<file path="config.mk">
export PLATFORM = sky130hd
export DESIGN_NAME = polyphase_mac
export DESIGN_NICKNAME = d
export VERILOG_FILES = /design/src/rtl/polyphase_mac.sv
export SDC_FILE = /design/constraint.sdc
export NUM_CORES = 1
export LEC_CHECK = 0
export ABC_CLOCK_PERIOD_IN_PS = 9170
export BUFFER_PORTS_ARGS = -buffer_cell sky130_fd_sc_hd__buf_2
export CORE_MARGIN = 5
export CORE_UTILIZATION = 49
export CTS_CLUSTER_SIZE = 20
export DETAILED_ROUTE_END_ITERATION = 6
export PLACE_DENSITY = 0.62
export SYNTH_ARGS = -nofsm -noshare
export SYNTH_HDL_FRONTEND = slang
export SYNTH_SLANG_ARGS = --single-unit
</file>
<file path="constraint.sdc">
create_clock -name clk -period 9.17 [get_ports clk]
set_clock_uncertainty 0.15 [all_clocks]
set_input_delay 1.834 -clock clk [delete_from_list [all_inputs] [get_ports clk]]
set_output_delay 1.834 -clock clk [all_outputs]
set_load 0.01 [all_outputs]
</file>
<file path="src/rtl/polyphase_mac.sv">
// Pipelined frame-based signed multiply-accumulate: one rounded, shifted,
// saturated dot product per frame, delivered through a valid/ready output.
module polyphase_mac #(
  parameter int SAMPLE_WIDTH = 16,
  parameter int COEFF_WIDTH  = 16,
  parameter int ACC_WIDTH    = 40,
  parameter int TAPS         = 31,
  parameter int SHIFT        = 15,
  parameter int ROUND        = 1
) (
  input  logic                           clk,
  input  logic                           reset,
  input  logic                           valid_in,
  input  logic                           last_in,
  input  logic signed [SAMPLE_WIDTH-1:0] sample_in,
  input  logic signed [COEFF_WIDTH-1:0]  coeff_in,
  output logic                           in_ready,
  output logic                           valid_out,
  input  logic                           out_ready,
  output logic signed [SAMPLE_WIDTH-1:0] data_out,
  output logic                           sat_out,
  output logic                           err_out
);

  localparam int PROD_W = SAMPLE_WIDTH + COEFF_WIDTH;
  localparam int CNT_W  = (TAPS > 1) ? $clog2(TAPS) : 1;

  localparam logic signed [ACC_WIDTH:0] RND =
    (ROUND != 0 && SHIFT > 0) ? ((ACC_WIDTH+1)'(1) << ((SHIFT > 0) ? SHIFT - 1 : 0)) : '0;
  localparam logic signed [ACC_WIDTH:0] MAXV =
    {{(ACC_WIDTH-SAMPLE_WIDTH+2){1'b0}}, {(SAMPLE_WIDTH-1){1'b1}}};
  localparam logic signed [ACC_WIDTH:0] MINV =
    {{(ACC_WIDTH-SAMPLE_WIDTH+2){1'b1}}, {(SAMPLE_WIDTH-1){1'b0}}};

  typedef enum logic {IDLE, ACCUM} state_t;

  function automatic logic signed [ACC_WIDTH:0] round_shift(input logic signed [ACC_WIDTH-1:0] a);
    logic signed [ACC_WIDTH:0] t;
    t = (ACC_WIDTH+1)'(a) + RND;
    return t >>> SHIFT;
  endfunction

  // Returns {clipped, value}.
  function automatic logic [SAMPLE_WIDTH:0] saturate(input logic signed [ACC_WIDTH:0] v);
    if (v > MAXV)
      return {1'b1, MAXV[SAMPLE_WIDTH-1:0]};
    else if (v < MINV)
      return {1'b1, MINV[SAMPLE_WIDTH-1:0]};
    else
      return {1'b0, v[SAMPLE_WIDTH-1:0]};
  endfunction

  state_t             state, state_nxt;
  logic [CNT_W-1:0]   tap_cnt;
  logic               advance, accept, at_limit, eff_last, first;

  assign in_ready = !valid_out || out_ready;
  assign advance  = in_ready;
  assign accept   = valid_in && in_ready && !reset;
  assign at_limit = (tap_cnt == CNT_W'(TAPS - 1));
  assign eff_last = last_in || at_limit;
  assign first    = (state == IDLE);

  always_comb begin
    state_nxt = state;
    if (accept)
      state_nxt = eff_last ? IDLE : ACCUM;
  end

  always_ff @(posedge clk) begin
    if (reset) begin
      state   <= IDLE;
      tap_cnt <= '0;
    end else begin
      state <= state_nxt;
      if (accept)
        tap_cnt <= eff_last ? '0 : tap_cnt + CNT_W'(1);
    end
  end

  // Stage 1: full-precision product and frame flags
  logic signed [PROD_W-1:0] prod_p1;
  logic                     vld_p1, first_p1, last_p1, err_p1;

  always_ff @(posedge clk) begin
    if (reset) begin
      vld_p1   <= 1'b0;
      first_p1 <= 1'b0;
      last_p1  <= 1'b0;
      err_p1   <= 1'b0;
    end else if (advance) begin
      vld_p1 <= accept;
      if (accept) begin
        first_p1 <= first;
        last_p1  <= eff_last;
        err_p1   <= at_limit && !last_in;
      end
    end
  end

  always_ff @(posedge clk) begin
    if (advance && accept)
      prod_p1 <= PROD_W'(sample_in) * PROD_W'(coeff_in);
  end

  // Stage 2: accumulate, restarting on the first pair of a frame
  logic signed [ACC_WIDTH-1:0] acc_p2;
  logic                        vld_p2, last_p2, err_p2;

  always_ff @(posedge clk) begin
    if (reset) begin
      vld_p2  <= 1'b0;
      last_p2 <= 1'b0;
      err_p2  <= 1'b0;
      acc_p2  <= '0;
    end else if (advance) begin
      vld_p2 <= vld_p1;
      if (vld_p1) begin
        acc_p2  <= (first_p1 ? '0 : acc_p2) + ACC_WIDTH'(prod_p1);
        last_p2 <= last_p1;
        err_p2  <= err_p1;
      end
    end
  end

  // Stage 3: round, shift, saturate into the output holding register
  logic [SAMPLE_WIDTH:0] sat_res;
  logic                  load_out;

  assign sat_res  = saturate(round_shift(acc_p2));
  assign load_out = advance && vld_p2 && last_p2;

  always_ff @(posedge clk) begin
    if (reset) begin
      valid_out <= 1'b0;
      data_out  <= '0;
      sat_out   <= 1'b0;
      err_out   <= 1'b0;
    end else if (load_out) begin
      valid_out <= 1'b1;
      data_out  <= sat_res[SAMPLE_WIDTH-1:0];
      sat_out   <= sat_res[SAMPLE_WIDTH];
      err_out   <= err_p2;
    end else if (valid_out && out_ready) begin
      valid_out <= 1'b0;
    end
  end

endmodule

</file>
==> out/qor_table.md <==
| Metric | Reported | Unit |
| --- | --- | --- |
| Die area | 37000 | sq um |
| Post-Syn Area | 16300 | sq um |
| Worst Setup Path Type | in2reg | - |
| First-pass GRT wire length | 64200 | um |
| Maximum buffer depth of the clock tree | 2 | - |
| Grt total ovfl | 0 | - |
| Hold Buf Count CTS | 0 | - |
| Clock tree from TritonCTS | yes | - |
| Unrepaired setup endpoints after global routing | no | - |
| Worst-Skew Late Latency | 0.36 | ns |
| Average routed wire per standard cell | 16.0 | um |
| Number of buffers inserted by post-CTS setup repair | 0 | - |
| Count of yosys warnings during synthesis | 0 | - |
| Class of the worst hold path | reg2reg | - |
| Synth top area cells | sky130_fd_sc_hd__fa_1 (32%), sky130_fd_sc_hd__ha_1 (9.5%), sky130_fd_sc_hd__dfxtp_1 (8.8%), sky130_fd_sc_hd__inv_1 (8.3%), sky130_fd_sc_hd__edfxtp_1 (5.9%) | - |
| Post-synthesis share of cell area spent on full adders, half adders and majority gates | 0.418 | - |
| Proportion of synthesized chip area in sequential cells | 0.147 | - |
| Crit path DAT | 8.09 | ns |
| Filler Cell Count | 3125 | - |
| Post-DRT Antenna Nets | 0 | - |
| Root buf cell | sky130_fd_sc_hd__clkbuf_16 | - |
| Met2 track demand over resource | 0.361 | - |
| Count of nets after finishing | 2312 | - |
| Ys async rst share | 0 | - |
| Fmax | 123 | MHz |
| Die X | 192 | um |
| Mean instance size in the synthesized netlist | 8.68 | sq um |
| Die Y | 192 | um |
| Worst-case register-to-register setup slack | 5.08 | ns |
| Final hold viol count | 0 | - |
| Level count of the clock H-tree | 3 | - |
| Inst Count DP | 2319 | - |
| Placed cell areas | 16900 | sq um |
| Dominant combinational cell family by area after synthesis | adder cells | - |
| Final worst-path cycle share | 0.887 | - |
| Clock tree sinks | 104 | - |
| Synthesis-stage register bit count | 104 | - |
| Finish-stage setup viols | 0 | - |
| Top Usage Layer GRT | met2 | - |
| Synth unique cells | 67 | - |
| GR Util met1 | 0.297 | - |
| Top cell type's share of synthesized area | 0.323 | - |
| Total of buffers placed on input and output ports | 56 | - |
| Run status | finished clean | - |
| Largest driver fanout on the critical path | 16 | - |
| Compound-Gate Fraction of Synth Area | 0.108 | - |
| Initial Util | 0.499 | - |
| Finished Core Util | 0.528 | - |
| Number of global-route vias before repair | 12900 | - |
| Wirelength, routed | 37400 | um |
| Total vias in the final route | 12200 | - |
| Fin. max-slew vios | 0 | - |
| HPWL after DPL | 29700 | um |
| Worst R2R Path Depth | 15 | - |
| Required time at the endpoint of the critical path | 9.12 | ns |
| Share of layout cells above drive strength 1 | 0.0560 | - |
| Commonest register cell after synthesis | sky130_fd_sc_hd__dfxtp_1 | - |
| Drc violations | 0 | - |
| Detailed-routing iteration count for the pre-antenna-repair pass | 5 | - |
| Synth area leader | sky130_fd_sc_hd__fa_1 | - |
| Placement Rows | 66 | - |
| Maximum number of pins on one net before global-route repair | 57 | - |
| Area of all placed cells without fillers | 17300 | sq um |
| Simple-Gate Fraction of Synth Area | 0.182 | - |
| Total Neg Setup Slack | 0 | ns |
| Xor and xnor fraction of the mapped netlist area | 0.0435 | - |
| Antenna Diode Count | 0 | - |
| Placer congestion estimate | 0.928 | - |
| Count of routing violations after the opening detailed-route iteration | 679 | - |
| Endpoint kind of the worst setup timing path | flop | - |
| Worst Tran Pin Value | 0.927 | ns |
| GR met3 Demand/Resource | 0.0219 | - |
| Category of the worst setup path launch point | input pin | - |
| Origin of the worst setup path | sample_in[15] | - |
| Area added between synthesis and finish | 5.88 | % |
| Core Region | 32700 | sq um |
| Worst setup path endpoint | prod_p1[31] | - |
| Io pins | 57 | - |
| Number of maximum-capacitance violations | 0 | - |
| Final Instance Count excl. Fillers | 2335 | - |
| CTS clk-pin slew, worst paths | 0.08 | ns |
| # resized after CTS | 0 | - |
| Detailed-route vias per instance | 5.22 | - |
| Syn Nets | 2304 | - |
| Global-route usage over all layers | 0.214 | - |
| TritonCTS Buffers | 9 | - |
| Mapped Cells | 1880 | - |
| Max-slew headroom | 0.380 | - |
| Startpoint of the worst-slack reg-to-reg timing path | first_p1 | - |
| FF-to-FF End | acc_p2[39] | - |
| Antenna violations before repair | 0 | - |
| Number of synthesized flops with an enable pin | 32 | - |
| Fraction of synthesized area in multiplexers | 0.000614 | - |
| Post-layout minimum cycle time | 8.13 | ns |
per-stage QoR:
step           hold WS, ns  setup WS (ns)
2_1_floorplan        0.264           1.19
3_3_place_gp         0.273          0.719
3_5_place_dp         0.283          0.632
4_1_cts              0.296           1.02
5_1_grt              0.316          0.631
6_report             0.300           1.04
sequential cells by signal, summed over array words and instances, names as in the netlist, 5 cells and up:
| register | cells |
|---|---|
| data_out | 16 |
| acc_p2 | 40 |
| prod_p1 | 32 |
| tap_cnt | 5 |
layout make-up:
type / count / area, sq um / share of cell area
inverters: 361 / 1360 / 0.0785
repair buffers: 65 / 348 / 0.0201
clock buffers: 11 / 275 / 0.0159
flip-flops and latches: 104 / 2400 / 0.139
multi-input cells: 1347 / 12300 / 0.711
clock inverters: 5 / 51.3 / 0.00297
well taps: 442 / 553 / 0.0320
cell usage after synthesis (13+ instances only):
library cell,n
sky130_fd_sc_hd__inv_1,361
sky130_fd_sc_hd__fa_1,263
sky130_fd_sc_hd__nand2_1,230
sky130_fd_sc_hd__and2_1,137
sky130_fd_sc_hd__ha_1,124
sky130_fd_sc_hd__a21oi_1,112
sky130_fd_sc_hd__dfxtp_1,72
sky130_fd_sc_hd__nor2_1,64
sky130_fd_sc_hd__clkbuf_1,61
sky130_fd_sc_hd__xnor2_1,59
sky130_fd_sc_hd__o21ai_0,53
sky130_fd_sc_hd__nor2b_1,45
sky130_fd_sc_hd__edfxtp_1,32
sky130_fd_sc_hd__nand3_1,26
sky130_fd_sc_hd__a21o_1,23
sky130_fd_sc_hd__nor3_1,23
sky130_fd_sc_hd__nand4_1,22
sky130_fd_sc_hd__xor2_1,22
sky130_fd_sc_hd__a31oi_1,16
sky130_fd_sc_hd__nand2b_1,15
sky130_fd_sc_hd__a211oi_1,13
worst min path at each step:
stage,depth (start not counted),startpoint,end
finish,2,acc_p2[3],acc_p2[3]
global route,2,acc_p2[7],acc_p2[7]
CTS,1,state,first_p1
detailed placement,1,state,first_p1
global placement,1,state,first_p1
floorplan,1,state,first_p1
worst max-delay path, cell delays in order:
cell	delay [ns]
sky130_fd_sc_hd__buf_2	0.20
sky130_fd_sc_hd__and2_1	0.21
sky130_fd_sc_hd__fa_1	0.58
sky130_fd_sc_hd__inv_1	0.14
sky130_fd_sc_hd__fa_1	0.56
sky130_fd_sc_hd__inv_1	0.06
sky130_fd_sc_hd__fa_1	0.53
sky130_fd_sc_hd__fa_1	0.45
sky130_fd_sc_hd__fa_1	0.57
sky130_fd_sc_hd__inv_1	0.07
sky130_fd_sc_hd__fa_1	0.53
sky130_fd_sc_hd__inv_1	0.04
sky130_fd_sc_hd__ha_1	0.38
sky130_fd_sc_hd__a21o_1	0.21
sky130_fd_sc_hd__a21o_1	0.17
sky130_fd_sc_hd__a21oi_1	0.13
sky130_fd_sc_hd__o21ai_1	0.11
sky130_fd_sc_hd__nand3_1	0.10
sky130_fd_sc_hd__o211ai_1	0.11
sky130_fd_sc_hd__o41ai_1	0.61
sky130_fd_sc_hd__o2111ai_1	0.21
sky130_fd_sc_hd__a21oi_1	0.20
sky130_fd_sc_hd__xnor2_1	0.08
kinds of logic (layout without fill, tap and decap cells):
kind of cell / after synthesis / after routing
adders and majority gates: 387 / 387
buffers and inverters: 429 / 442
and+or+nand+nor: 594 / 594
AOI/OAI and AO/OA: 284 / 284
xor gates and xnor gates: 81 / 81
muxes: 1 / 1
DFF: 104 / 104
metal layers:
| metal | vias to the layer above | part of all wire |
|---|---|---|
| met3 | 41 | 0.046 |
| met1 | 5935 | 0.46 |
| met5 | - | 0 |
| met4 | 0 | 0.018 |
| li1 | 5918 | - |
| met2 | 291 | 0.47 |
layout by cell type (no fill, tap or decap), drive strengths merged, types with 2 or more instances in the layout:
cell | netlist | routed
nor3 | 24 | 24
clkinv | 0 | 2
o21ai | 58 | 58
o21bai | 11 | 11
or3b | 2 | 2
nand2b | 15 | 15
or2 | 3 | 3
o21a | 4 | 4
o31ai | 6 | 6
ha | 124 | 124
nand4 | 23 | 23
nor2 | 66 | 66
nand3 | 26 | 26
clkbuf | 61 | 11
a2111oi | 2 | 2
xnor2 | 59 | 59
nand3b | 2 | 2
nand2 | 230 | 230
nor4 | 2 | 2
o41ai | 2 | 2
dfxtp | 72 | 72
a31oi | 16 | 16
o31a | 3 | 3
and3 | 3 | 3
o311ai | 4 | 4
fa | 263 | 263
o2111ai | 4 | 4
buf | 7 | 65
a211oi | 13 | 13
edfxtp | 32 | 32
a21o | 23 | 23
inv | 361 | 364
a21oi | 123 | 123
nor2b | 45 | 45
or3 | 9 | 9
o211ai | 5 | 5
xor2 | 22 | 22
and4 | 4 | 4
and2 | 137 | 137
Power is left out: the tool's default activity adds up to more than one toggle a clock period on the data nets, which glitch-free logic cannot reach.
